$ cat src/rtl/uart_tx_arbiter_pkg.sv
// Shared definitions for the UART transmit arbiter: the FSM state encoding
// and the byte width used on every data path.
package uart_tx_arbiter_pkg;

  localparam int BYTE_W = 8;

  typedef enum logic [1:0] {
    ST_IDLE      = 2'd0,
    ST_LAUNCH    = 2'd1,
    ST_WAIT_ACT  = 2'd2,
    ST_WAIT_DONE = 2'd3
  } state_t;

endpackage

$ cat src/rtl/uart_rr_pick.sv
// Combinational round-robin picker. Returns the first valid channel found
// searching upward, with wrap-around, starting one above the last grant.
module uart_rr_pick #(
  parameter int N_REQ = 4,
  parameter int IDX_W = 2
) (
  input  logic [N_REQ-1:0] i_valid,
  input  logic [IDX_W-1:0] i_last_grant,
  output logic [IDX_W-1:0] o_winner,
  output logic             o_any_valid
);

  int w_dist;
  int w_best;

  // Each channel's distance past last_grant is its priority; smallest valid wins.
  always_comb begin
    o_winner    = '0;
    o_any_valid = 1'b0;
    w_best      = N_REQ;
    w_dist      = 0;
    for (int k = 0; k < N_REQ; k++) begin
      w_dist = k - int'(i_last_grant) - 1;
      if (w_dist < 0) begin
        w_dist = w_dist + N_REQ;
      end
      if (i_valid[k] && (w_dist < w_best)) begin
        w_best      = w_dist;
        o_winner    = IDX_W'(k);
        o_any_valid = 1'b1;
      end
    end
  end

endmodule

$ cat src/rtl/uart_tx_arbiter.sv
// Arbitrates N_REQ byte requesters onto a single UART transmitter.
// A winner is captured in IDLE, started in LAUNCH, and the arbiter then
// follows the transmitter through its active and done handshakes.
// Optional feature: define UART_TX_ARB_LOCK_EN to add lock_i, which lets the
// channel that just finished keep the transmitter for its next byte.
module uart_tx_arbiter
  import uart_tx_arbiter_pkg::*;
#(
  parameter int N_REQ = 4,
  parameter int IDX_W = 2
) (
  input  logic                    clk,
  input  logic                    reset,
  input  logic [N_REQ-1:0]        req_valid_i,
  input  logic [N_REQ*BYTE_W-1:0] req_data_i,
  output logic [N_REQ-1:0]        req_ready_o,
  output logic [IDX_W-1:0]        grant_o,
  output logic                    busy_o,
  output logic                    tx_start_o,
  output logic [BYTE_W-1:0]       tx_data_o,
`ifdef UART_TX_ARB_LOCK_EN
  input  logic [N_REQ-1:0]        lock_i,
`endif
  input  logic                    tx_active_i,
  input  logic                    tx_done_i
);

  state_t             r_state;
  logic [IDX_W-1:0]   r_last_grant;
  logic [IDX_W-1:0]   w_rr_winner;
  logic               w_any_valid;
  logic [IDX_W-1:0]   w_pick;
  logic [BYTE_W-1:0]  w_byte;
  logic [N_REQ-1:0]   w_onehot;

  uart_rr_pick #(
    .N_REQ (N_REQ),
    .IDX_W (IDX_W)
  ) u_pick (
    .i_valid      (req_valid_i),
    .i_last_grant (r_last_grant),
    .o_winner     (w_rr_winner),
    .o_any_valid  (w_any_valid)
  );

`ifdef UART_TX_ARB_LOCK_EN
  // Set when the previous owner held its lock at the end of its frame.
  logic r_lock_take;
  logic w_lock_hit;

  // A held lock only wins if the owner is still presenting a byte.
  assign w_lock_hit = lock_i[grant_o] && req_valid_i[grant_o];
  assign w_pick     = (r_lock_take && req_valid_i[grant_o]) ? grant_o : w_rr_winner;
`else
  assign w_pick     = w_rr_winner;
`endif

  // Mux the winning channel's byte and build its one-hot ready pattern.
  always_comb begin
    w_byte   = '0;
    w_onehot = '0;
    for (int k = 0; k < N_REQ; k++) begin
      if (IDX_W'(k) == w_pick) begin
        w_byte      = req_data_i[k*BYTE_W +: BYTE_W];
        w_onehot[k] = 1'b1;
      end
    end
  end

  // Arbitration FSM; every output is registered and pulses default low.
  always_ff @(posedge clk) begin
    if (reset) begin
      r_state      <= ST_IDLE;
      req_ready_o  <= '0;
      grant_o      <= '0;
      busy_o       <= 1'b0;
      tx_start_o   <= 1'b0;
      tx_data_o    <= '0;
      r_last_grant <= IDX_W'(N_REQ - 1);
`ifdef UART_TX_ARB_LOCK_EN
      r_lock_take  <= 1'b0;
`endif
    end else begin
      req_ready_o <= '0;
      tx_start_o  <= 1'b0;
      case (r_state)
        ST_IDLE: begin
          if (w_any_valid) begin
            grant_o     <= w_pick;
            tx_data_o   <= w_byte;
            req_ready_o <= w_onehot;
            busy_o      <= 1'b1;
            r_state     <= ST_LAUNCH;
`ifdef UART_TX_ARB_LOCK_EN
            r_lock_take <= 1'b0;
`endif
          end
        end
        ST_LAUNCH: begin
          tx_start_o <= 1'b1;
          r_state    <= ST_WAIT_ACT;
        end
        ST_WAIT_ACT: begin
          if (tx_active_i) begin
            r_state <= ST_WAIT_DONE;
          end
        end
        ST_WAIT_DONE: begin
          if (tx_done_i) begin
            r_state <= ST_IDLE;
            busy_o  <= 1'b0;
`ifdef UART_TX_ARB_LOCK_EN
            // A taken lock leaves the rotation pointer where it was.
            if (w_lock_hit) begin
              r_lock_take <= 1'b1;
            end else begin
              r_last_grant <= grant_o;
            end
`else
            r_last_grant <= grant_o;
`endif
          end
        end
        default: begin
          r_state <= ST_IDLE;
          busy_o  <= 1'b0;
        end
      endcase
    end
  end

endmodule

$ cat config.mk
export PLATFORM = sky130hd
export DESIGN_NAME = uart_tx_arbiter
export DESIGN_NICKNAME = d
export VERILOG_FILES = /design/src/rtl/uart_tx_arbiter_pkg.sv /design/src/rtl/uart_rr_pick.sv /design/src/rtl/uart_tx_arbiter.sv
export SDC_FILE = /design/constraint.sdc
export NUM_CORES = 1
export LEC_CHECK = 0
export ABC_AREA = 1
export CORE_MARGIN = 1.5
export CORE_UTILIZATION = 40
export DETAILED_ROUTE_END_ITERATION = 12
export PLACE_DENSITY = 0.72
export SKIP_LAST_GASP = 1
export SLEW_MARGIN = 25
export SYNTH_ARGS = -nofsm -noshare
export SYNTH_HDL_FRONTEND = slang
export SYNTH_HIERARCHICAL = 1
export SYNTH_SLANG_ARGS = --single-unit
export TNS_END_PERCENT = 5
$ cat constraint.sdc
create_clock -name clk -period 5.8 [get_ports clk]
set_input_delay 0.58 -clock clk [delete_from_list [all_inputs] [get_ports clk]]
set_output_delay 0.58 -clock clk [all_outputs]
set_load 0.02 [all_outputs]
=== Yosys cells after proc, flatten, opt, wreduce, memory -nomap -nowiden ===
Index checks and enable logic that the tools add are counted.

* Flip-flop bits (word level): 20
* Input bits: 40
* Output and inout bits: 16
* Logic and storage cells: 80

* Add/sub/neg operators: 12
* Magnitude comparators: 8
* Eq/ne operators: 9
* Mux-type cells: 30
* Bitwise logic cells: 2
* Reduce and logical (&&, ||, !) cells: 12

{| class="wikitable"
|+ Operators by type and width
! operator !! count
|-
| 32-bit 2-to-1 mux || 7
|-
| 32-bit by 4-bit adder with 32-bit output (second input constant) || 4
|-
| 32-bit by 1-bit < comparator with 1-bit output (second input constant) || 4
|-
| 32-bit by 2-bit subtractor with 32-bit output (second input constant) || 4
|-
| 32-bit < comparator || 3
|-
| 32-bit by 4-bit < comparator with 1-bit output (second input constant) || 1
|-
| 8-bit 2-to-1 mux || 4
|-
| 1-bit 2-to-1 mux || 12
|-
| 2-bit 2-to-1 mux || 5
|-
| 2-bit case mux with 4 select lines || 1
|-
| 3-bit AND reduction || 2
|-
| 1-bit by 2-bit subtractor with 3-bit output (first input constant) || 2
|-
| 2-bit by 2-bit subtractor with 3-bit output (first input constant) || 2
|-
| 2-bit == test (first input constant) || 2
|-
| 2-bit == test (second input constant) || 2
|-
| 1-bit logical AND || 4
|-
| 2-bit zero test || 2
|-
| 2-bit != test (second input constant) || 2
|-
| 2-bit AND reduction || 2
|-
| 3-bit OR reduction || 1
|-
| 1-bit by 2-bit == test with 1-bit output (first input constant) || 1
|-
| 2-bit by 1-bit == test with 1-bit output (second input constant) || 1
|-
| 2-bit by 1-bit != test with 1-bit output (second input constant) || 1
|-
| 1-bit inverter || 2
|-
| other kinds (2) || 2
|}

=== Depth between registers and ports, before layout ===
Gate-level depths: netlist of the first run.

* Word-level depth: 21
* Depth in mapped cells: 29
* Gate-level depth less buffers: 29

=== Hierarchy ===
Netlist of the first run, hierarchy kept.

{| class="wikitable"
|+ Modules (own cells, without submodules)
! module !! times used !! cells each !! area each (um^2) !! sequential area each (um^2)
|-
| uart_tx_arbiter || 1 || 146 || 1046.0 || 400.4
|-
| uart_rr_pick || 1 || 60 || 335.3 || 0.0
|}

=== Worst setup path after synthesis of the first run ===
OpenSTA, ideal clock, no wires.

* Kind: register to register
* From: register r_last_grant[0]
* To: register tx_data_o[2]
* Library setup time: 0.119 ns
* Arrival time: 3.139 ns
* Data required time: 5.681 ns
* Slack: 2.542 ns
* Stages on the path, launching flop included: 28
* Buffers on the path: 0
* Clock period less this slack: 3.258 ns
* Cells stage by stage: dfxtp_1 inv_1 ha_1 inv_1 nor2_1 or2_1 inv_2 nor2_1 a21oi_1 ha_1 nand2_1 nand2_1 nand2_1 nand2_1 nand2_2 nand2_4 nand2_1 o21ai_1 ha_1 nand2_1 nand2_1 nand2_2 nand2_1 nand2_1 nand2_2 or2_0 nand2_1 a21oi_1

* Cells in the longest elaborated chain, start to end: 21
* Elaborated cells between the ends (all ways): 47
* Classes of those cells: add/sub: 12; order compare: 8; eq/ne: 3; mux: 18; reduce/logical: 6

{| class="wikitable"
|+ RTL lines
! element !! RTL line !! RTL
|-
| from (decl) || uart_tx_arbiter.sv:29 || <nowiki>logic [IDX_W-1:0] r_last_grant;</nowiki>
|-
| from (signal assigned) || uart_tx_arbiter.sv:79 || <nowiki>r_last_grant <= IDX_W'(N_REQ - 1);</nowiki>
|-
| from (signal assigned) || uart_tx_arbiter.sv:120 || <nowiki>r_last_grant <= grant_o;</nowiki>
|-
| 1-bit by 2-bit subtractor with 3-bit output || uart_rr_pick.sv:23 || <nowiki>w_dist = k - int'(i_last_grant) - 1;</nowiki>
|-
| 32-bit by 2-bit subtractor with 32-bit output || uart_rr_pick.sv:23 ||
|-
| 32-bit by 4-bit adder with 32-bit output / 32-bit by 1-bit < comparator with 1-bit output (equally long branches) || uart_rr_pick.sv:25, uart_rr_pick.sv:24 ||
|-
| 32-bit 2-to-1 mux || uart_rr_pick.sv:24 || <nowiki>if (w_dist < 0) begin</nowiki>
|-
| 32-bit by 4-bit < comparator with 1-bit output || uart_rr_pick.sv:27 || <nowiki>if (i_valid[k] && (w_dist < w_best)) begin</nowiki>
|-
| 1-bit logical AND || uart_rr_pick.sv:27 ||
|-
| 32-bit 2-to-1 mux || uart_rr_pick.sv:27 ||
|-
| 32-bit < comparator || uart_rr_pick.sv:27 ||
|-
| [4 not listed] || -- ||
|-
| 32-bit 2-to-1 mux || uart_rr_pick.sv:27 ||
|-
| 32-bit < comparator || uart_rr_pick.sv:27 ||
|-
| 1-bit logical AND || uart_rr_pick.sv:27 ||
|-
| 2-bit 2-to-1 mux * || uart_rr_pick.sv:27 ||
|-
| named net w_pick[1] || uart_tx_arbiter.sv:32 || <nowiki>logic [IDX_W-1:0] w_pick;</nowiki>
|-
| 2-bit zero test || uart_tx_arbiter.sv:63 || <nowiki>if (IDX_W'(k) == w_pick) begin</nowiki>
|-
| 8-bit 2-to-1 mux (3 in a row) || uart_tx_arbiter.sv:63 ||
|-
| 8-bit 2-to-1 mux * || uart_tx_arbiter.sv:63 ||
|-
| to (signal assigned) || uart_tx_arbiter.sv:90 || <nowiki>tx_data_o <= w_byte;</nowiki>
|-
| to (decl) || uart_tx_arbiter.sv:20 || <nowiki>output logic [BYTE_W-1:0] tx_data_o,</nowiki>
|}

The timed path passes the listed nets; every way through them passes the cells marked *.
A chain may end at the register's enable or synchronous reset.

=== Worst setup path in the final report of the first run ===
* From: register r_last_grant[0]
* To: register tx_data_o[6]

The elaborated chain is that of the path after synthesis.

==> impl_results.md, run 1 <==
- Wire per inst: 11.2 µm
- Hold Violations, Final: 0
- Clk slew on worst S/H paths: 0.12 ns
- Fmax: 0.250 GHz
- Total CTS buffers: 3
- FF-to-FF Start: r_last_grant[0]
- Post-synth ARST share: 0%
- Tmin final: 4.00 ns
- R2r worst-path depth: 27
- Hold EP: tx_data_o[4]
- Post-synth EDFFs: 0
- CTS Hold Buffers Added: 0
- Top FF cell, synth: dfxtp_1
- GRT overflow: 0
- CTS tree: done
- Yosys top cell area share: 29.0%
- Synth Area in Compound Gates: 13.9%
- Setup violations, final: 0
- Main combinational cell family by area after synthesis: simple AND/OR/NAND/NOR gates
- Syn avg cell area: 6.71 µm²
- Mux contribution to synthesized area: 0%
- Pwr dens: 454 nW/µm²
- FF+latch count, synth: 20
- Antenna-violating nets left: 0
- Die area: 3810 µm²
- Clock skew: 0.0111 ns
- Top post-synthesis cells by area: dfxtp_1, nand2_1, ha_1, nand3_1, nor2_1
- Reg2reg end: tx_data_o[6]
- Area grow syn2layout: 45.4%
- Final Non-Filler Cells: 307
- Post-layout util: 60.2%
- DP HPWL: 2680 µm
- Iter 0 DRT Violations: 156
- Placement Rows: 21
- Critical Path Start Type: register
- First-pass GRT wire length: 5220 µm
- Routed wire length: 3430 µm
- Max Cap Violations: 0
- Adder-cell share of the synthesized area: 10.9%
- I/O pin count: 56
- Antenna fix cells: 0
- CP endpoint kind: register
- Gate Count Post-Synth: 206
- Core ar.: 3340 µm²
- Worst-margin pin slew: 0.524 ns
- Vias in the first global route: 1256
- CTS sink cnt: 20
- CTS resizes: 0
- Overall Power: 911 µW
- Top post-synthesis cells by count: nand2_1, nand3_1, nor2_1, dfxtp_1, inv_1
- Initial cell density of the core: 41.4%
- I/O Buffers: 55
- Final Max Slew Viols: 0
- Max FO, Critical Path: 18
- Hold path cells: 2
- DRC: 0
- Antenna violations before repair: 0
- Critical path class: register to register
- Unique cell type count in the Yosys netlist: 28
- Die width: 61.8 µm
- Routability cong.: 0.863
- Rel. slew slack: 65.0%
- Area share of xor/xnor cells in the synthesized design: 0.634%
- Share of layout cells above drive strength 1: 9.96%
- Reg-to-reg slack, setup: 1.80 ns
- Post-CTS Setup Bufs: 0
- Largest net degree at the start of global routing: 19
- Dpl cells: 303
- RSZ-0062 raised after global routing: false
- Lkg Pwr: 0.000937 µW
- VDD IR-drop max: 0.210 mV
- Die height: 61.8 µm
- Most numerous cell in the Yosys netlist: nand2_1
- Yosys top cell by area: dfxtp_1
- Min-delay src: tx_data_o[4]
- Seq/Total Area, Yosys: 29.0%
- Status: complete, no violations
- Vias: 1426
- Mapped Area: 1380 µm²
- Synth Area in Simple Gates: 33.8%
- Worst Hold Class: register to register
- Clock latency on the worst-skew pair: 0.31 ns
- Fillers: 316
- Arr. time, crit path: 4.25 ns
- Vias per cell: 4.64
- Setup TNS: 0 ns
- Worst hold slack: 0.490 ns
- Final net count: 314
- H-tree levels: 1
- Final period utilization: 69.0%
- Maximum root-to-sink buffer count: 2
- Yosys warnings: 6
- Clock root cell: clkbuf_4
- Global Route Usage Sum: 18.4%
- 1st-pass router iterations: 4
- Critical Path RT: 6.05 ns
==> worst max-delay path by stage <==
| stage | start | to | slack (ns) | depth (start not counted) |
|---|---|---|---|---|
| 6_report | r_last_grant[0] | tx_data_o[6] | 1.80 | 27 |
| 3_3_place_gp | req_valid_i[0] | tx_data_o[6] | 1.79 | 25 |
| 5_1_grt | r_last_grant[0] | tx_data_o[3] | 1.29 | 27 |
| 2_1_floorplan | r_last_grant[0] | tx_data_o[2] | 2.54 | 27 |
| 3_5_place_dp | req_valid_i[0] | tx_data_o[6] | 1.70 | 25 |
| 4_1_cts | r_last_grant[0] | tx_data_o[6] | 1.84 | 27 |
==> logic make-up (layout without fill, tap and decap cells) <==
group	count (synthesis)	count (layout)
XOR/XNOR	1	1
other	1	2
AO/OA/AOI/OAI	31	31
AND/OR/NAND/NOR	109	109
buffers and inverters	32	86
flip-flops	20	20
adder cells (fa/ha/maj)	12	12
==> metal layers <==
metal	part of all wire, %	GRT usage (%)	vias to the layer above
met4	1.1	5.47	0
met2	44	30.1	57
met5	0	0	-
met3	7.4	3.11	6
li1	-	-	760
met1	47	24.9	603
==> registers in the layout, summed over array words and instances (netlist names) <==
signal        flops
r_state           2
tx_data_o         8
r_last_grant      2
req_ready_o       4
grant_o           2
busy_o            1
tx_start_o        1
==> final cells by class <==
cell class                 instances  area (µm²)  area share (%)
multi-input combinational        155         825            41.1
inverter                          27         123            6.11
sequential                        20         400            19.9
timing repair buffer              55         551            27.4
tap                               46        57.6            2.87
clock inverter                     1        30.0            1.50
clock buffer                       3        22.5            1.12
==> report_power, final <==
part | switching [µW] | leakage [µW] | internal, µW | total (µW)
Clock | 45.3 | 0.0000279 | 69.9 | 115
Sequential | 27.4 | 0.000164 | 187 | 214
Combinational | 341 | 0.000745 | 242 | 582
Total | 413 | 0.000937 | 498 | 911
==> per-stage QoR <==
step | setup WS, ns | area (µm²)
3_5_place_dp | 1.70 | 1960
6_report | 1.80 | 2010
5_1_grt | 1.29 | 2010
4_1_cts | 1.84 | 2010
2_1_floorplan | 2.54 | 1390
3_3_place_gp | 1.79 | 1960
==> worst max-delay path: stages, from the launching register on <==
cell and delay [ns]:
dfxtp_1 0.42, inv_1 0.10, ha_1 0.34, inv_1 0.10, nor2_1 0.05, o21ai_1 0.25
inv_1 0.10, a21oi_1 0.21, ha_1 0.27, nand2_1 0.07, nand2_1 0.04, nand2_1 0.05
nand2_1 0.05, nand2_2 0.07, nand2_4 0.07, nand2_1 0.07, o21ai_1 0.06, ha_1 0.27
nand2_1 0.05, nand2_1 0.06, nand2_2 0.05, nand3_1 0.06, nand2_1 0.31, nor2_2 0.41
nand2_1 0.09, nand3_1 0.11, nand2_1 0.08, a21oi_2 0.12
==> placed cells by master, fill, tap and decap left out, drive strengths merged, types with 3 or more instances in the layout <==
cell type	n
ha	12
a21oi	12
nand2	60
clkdlybuf4s50	55
nor3	3
nor2	22
o21ai	15
dfxtp	20
clkbuf	3
nand3	21
or2	3
inv	26
No activity file was read; power rests on OpenSTA's default activity.
==> run 2, diff against run 1 <==
--- a/config.mk
+++ b/config.mk
@@ -7,9 +7,9 @@
 export LEC_CHECK = 0
 export ABC_AREA = 1
 export CORE_MARGIN = 1.5
-export CORE_UTILIZATION = 40
+export CORE_UTILIZATION = 39
 export DETAILED_ROUTE_END_ITERATION = 12
-export PLACE_DENSITY = 0.72
+export PLACE_DENSITY = 0.73
 export SKIP_LAST_GASP = 1
 export SLEW_MARGIN = 25
 export SYNTH_ARGS = -nofsm -noshare
==> constraint.sdc (replaced) <==
create_clock -name clk -period 3.3 [get_ports clk]
set_input_delay 0.33 -clock clk [delete_from_list [all_inputs] [get_ports clk]]
set_output_delay 0.33 -clock clk [all_outputs]
set_load 0.02 [all_outputs]
==> impl_results.md, run 2 (synthesis gave the netlist of run 1 again) <==
- Pwr dens: 842 nW/µm² (+86%)
- Critical Path RT: 3.49 ns (-2.56 ns)
- WP buf/inv: 3 (unchanged)
- CP endpoint kind: register
- Arr. time, crit path: 3.47 ns (-0.78 ns)
- Worst Setup SP: r_last_grant[0]
- CTS tree: done
- Final period utilization: 99.3% (+30 points)
- Antenna-violating nets left: 0 (unchanged)
- RSZ-0062 raised after global routing: true
- Clock latency on the worst-skew pair: 0.31 ns (about the same)
- Maximum root-to-sink buffer count: 2 (unchanged)
- First-pass GRT wire length: 6440 µm (+23%)
- DRC: 0 (unchanged)
- VDD IR-drop max: 0.466 mV (+120%)
- CTS sink cnt: 20 (unchanged)
- Total number of cells along the worst setup path: 28 (+3.7%)
- Max FO, Critical Path: 6 (-12)
- Routed wire length: 4260 µm (+24%)
- Placement Rows: 21 (unchanged)
- Status: complete, no violations
- Iter 0 DRT Violations: 171 (+9.6%)
- Die area: 3910 µm² (+2.4%)
- Worst Hold Class: register to register
- Top Family by Delay on Critical Path: simple AND/OR/NAND/NOR gates
- Final Max Slew Viols: 0 (unchanged)
- I/O pin count: 56 (unchanged)
- Tmin final: 3.28 ns (-0.724 ns)
- Lkg Pwr: 0.00115 µW (+23%)
- 1st-pass router iterations: 4 (unchanged)
- Die height: 62.5 µm (+1.2%)
- Initial cell density of the core: 41.1% (-0.32 points)
- Vias in the first global route: 1413 (+13%)
- Wire per inst: 12.6 µm (+13%)
- Global Route Usage Sum: 20.3% (+1.9 points)
- Worst-margin pin slew: 0.567 ns (+0.0436 ns)
- Reg2reg end: tx_data_o[6]
- Clock root cell: clkbuf_4
- Vias per cell: 4.82 (+3.7%)
- Clock skew: 0.00663 ns (-0.00443 ns)
- FF/Latch Area: 403 µm² (+0.62%)
- Area grow syn2layout: 81.3%
- Max Cap Violations: 0 (unchanged)
- Crit path largest cell delay: 0.36 ns (-0.06 ns)
- Commonest non-fill, non-tap cell in the layout: clkdlybuf4s50_1
- DP HPWL: 2910 µm (+8.5%)
- Antenna violations before repair: 0 (unchanged)
- Fillers: 267 (-16%)
- Cell mode on critical path: nand2_1
- I/O Buffers: 55 (unchanged)
- Reg-to-reg slack, setup: 0.02 ns (-1.78 ns)
- FF-to-FF Start: r_last_grant[0]
- Final net count: 345 (+9.9%)
- Largest registers: tx_data_o x8, req_ready_o x4
- Clk slew on worst S/H paths: 0.11 ns (about the same)
- Core ar.: 3360 µm² (+0.79%)
- Total CTS buffers: 3 (unchanged)
- Antenna fix cells: 0 (unchanged)
- Fmax: 0.305 GHz (+22%)
- Die width: 62.5 µm (+1.2%)
- Multi-input logic area: 1040 µm² (+26%)
- Hold Violations, Final: 0 (unchanged)
- Rel. slew slack: 62.1% (-2.9 points)
- Critical path class: register to register
- Routability cong.: 0.776 (-10%)
- Commonest cells after routing, fill and taps aside: clkdlybuf4s50_1, nand2_1, buf_4
- Critical path capture point: tx_data_o[6]
- Critical-path top delay cell: dfxtp_2
- Overall Power: 2110 µW (+130%)
- Flip-flop count of the largest register after layout: 8 (unchanged)
- Most flop-heavy register: tx_data_o
- Vias: 1628 (+14%)
- Dpl cells: 326 (+7.6%)
- GRT overflow: 0 (unchanged)
- Share of layout cells above drive strength 1: 32.2% (+22 points)
- H-tree levels: 1 (unchanged)
- Critical Path Start Type: register
- Post-layout util: 74.5% (+14 points)
- R2r worst-path depth: 28 (+3.7%)
- Largest net degree at the start of global routing: 14 (-5)
- Setup violations, final: 0 (unchanged)
- Final Non-Filler Cells: 338 (+10%)
## run 2: layout make-up
class | count | area share, %
clock buffer | 4 | 1.45
sequential | 20 | 16.1
tap | 46 | 2.30
timing repair buffer | 86 | 33.7
multi-input combinational | 155 | 41.6
inverter | 27 | 4.85
## run 2: stage by stage
step / TNS, ns / cell area [µm²] / hold slack (ns) / setup WS [ns]
6_report: 0 / 2500 / 0.485 / 0.0246
5_1_grt: -2.74 / 2500 / 0.496 / -0.246
4_1_cts: 0 / 2260 / 0.485 / 0.0275
3_5_place_dp: -1.39 / 2150 / 0.469 / -0.190
3_3_place_gp: -0.790 / 2150 / 0.463 / -0.159
2_1_floorplan: 0 / 1390 / 0.472 / 0.0421
## run 2: worst min-delay path by stage
stage | slack (ns) | from | end | cells after the start
after floorplan | 0.47 | r_last_grant[1] | r_last_grant[1] | 2
after global placement | 0.46 | tx_data_o[4] | tx_data_o[4] | 2
after detailed placement | 0.47 | tx_data_o[1] | tx_data_o[1] | 2
after CTS | 0.49 | tx_data_o[4] | tx_data_o[4] | 2
after global routing | 0.50 | tx_data_o[4] | tx_data_o[4] | 2
final | 0.48 | tx_data_o[4] | tx_data_o[4] | 2
## run 2: routing by layer
layer  GRT usage, %  routed length, µm  vias to the layer above
li1               -                  -                      832
met1           26.6               1810                      731
met2           32.9               2130                       60
met3           5.59                290                        5
met4           5.28                 36                        0
met5              0                  0                        -
## run 2: what timing repair did
action	in CTS	in global routing
buffers inserted	1	5
gates cloned	1	1
hold buffers	0	0
resized for setup	13	54
pin swaps	4	29
endpoints found under the setup margin	11	17
## run 2: worst min-delay path, cell delays in order (launching register included)
cell and delay [ns]:
dfxtp_1 0.33, nand2_1 0.07, a21oi_2 0.05
## run 2: where the power goes
part           internal (µW)  switching [µW]
clock network           67.4            77.6
registers                329            51.8
logic                    754             830
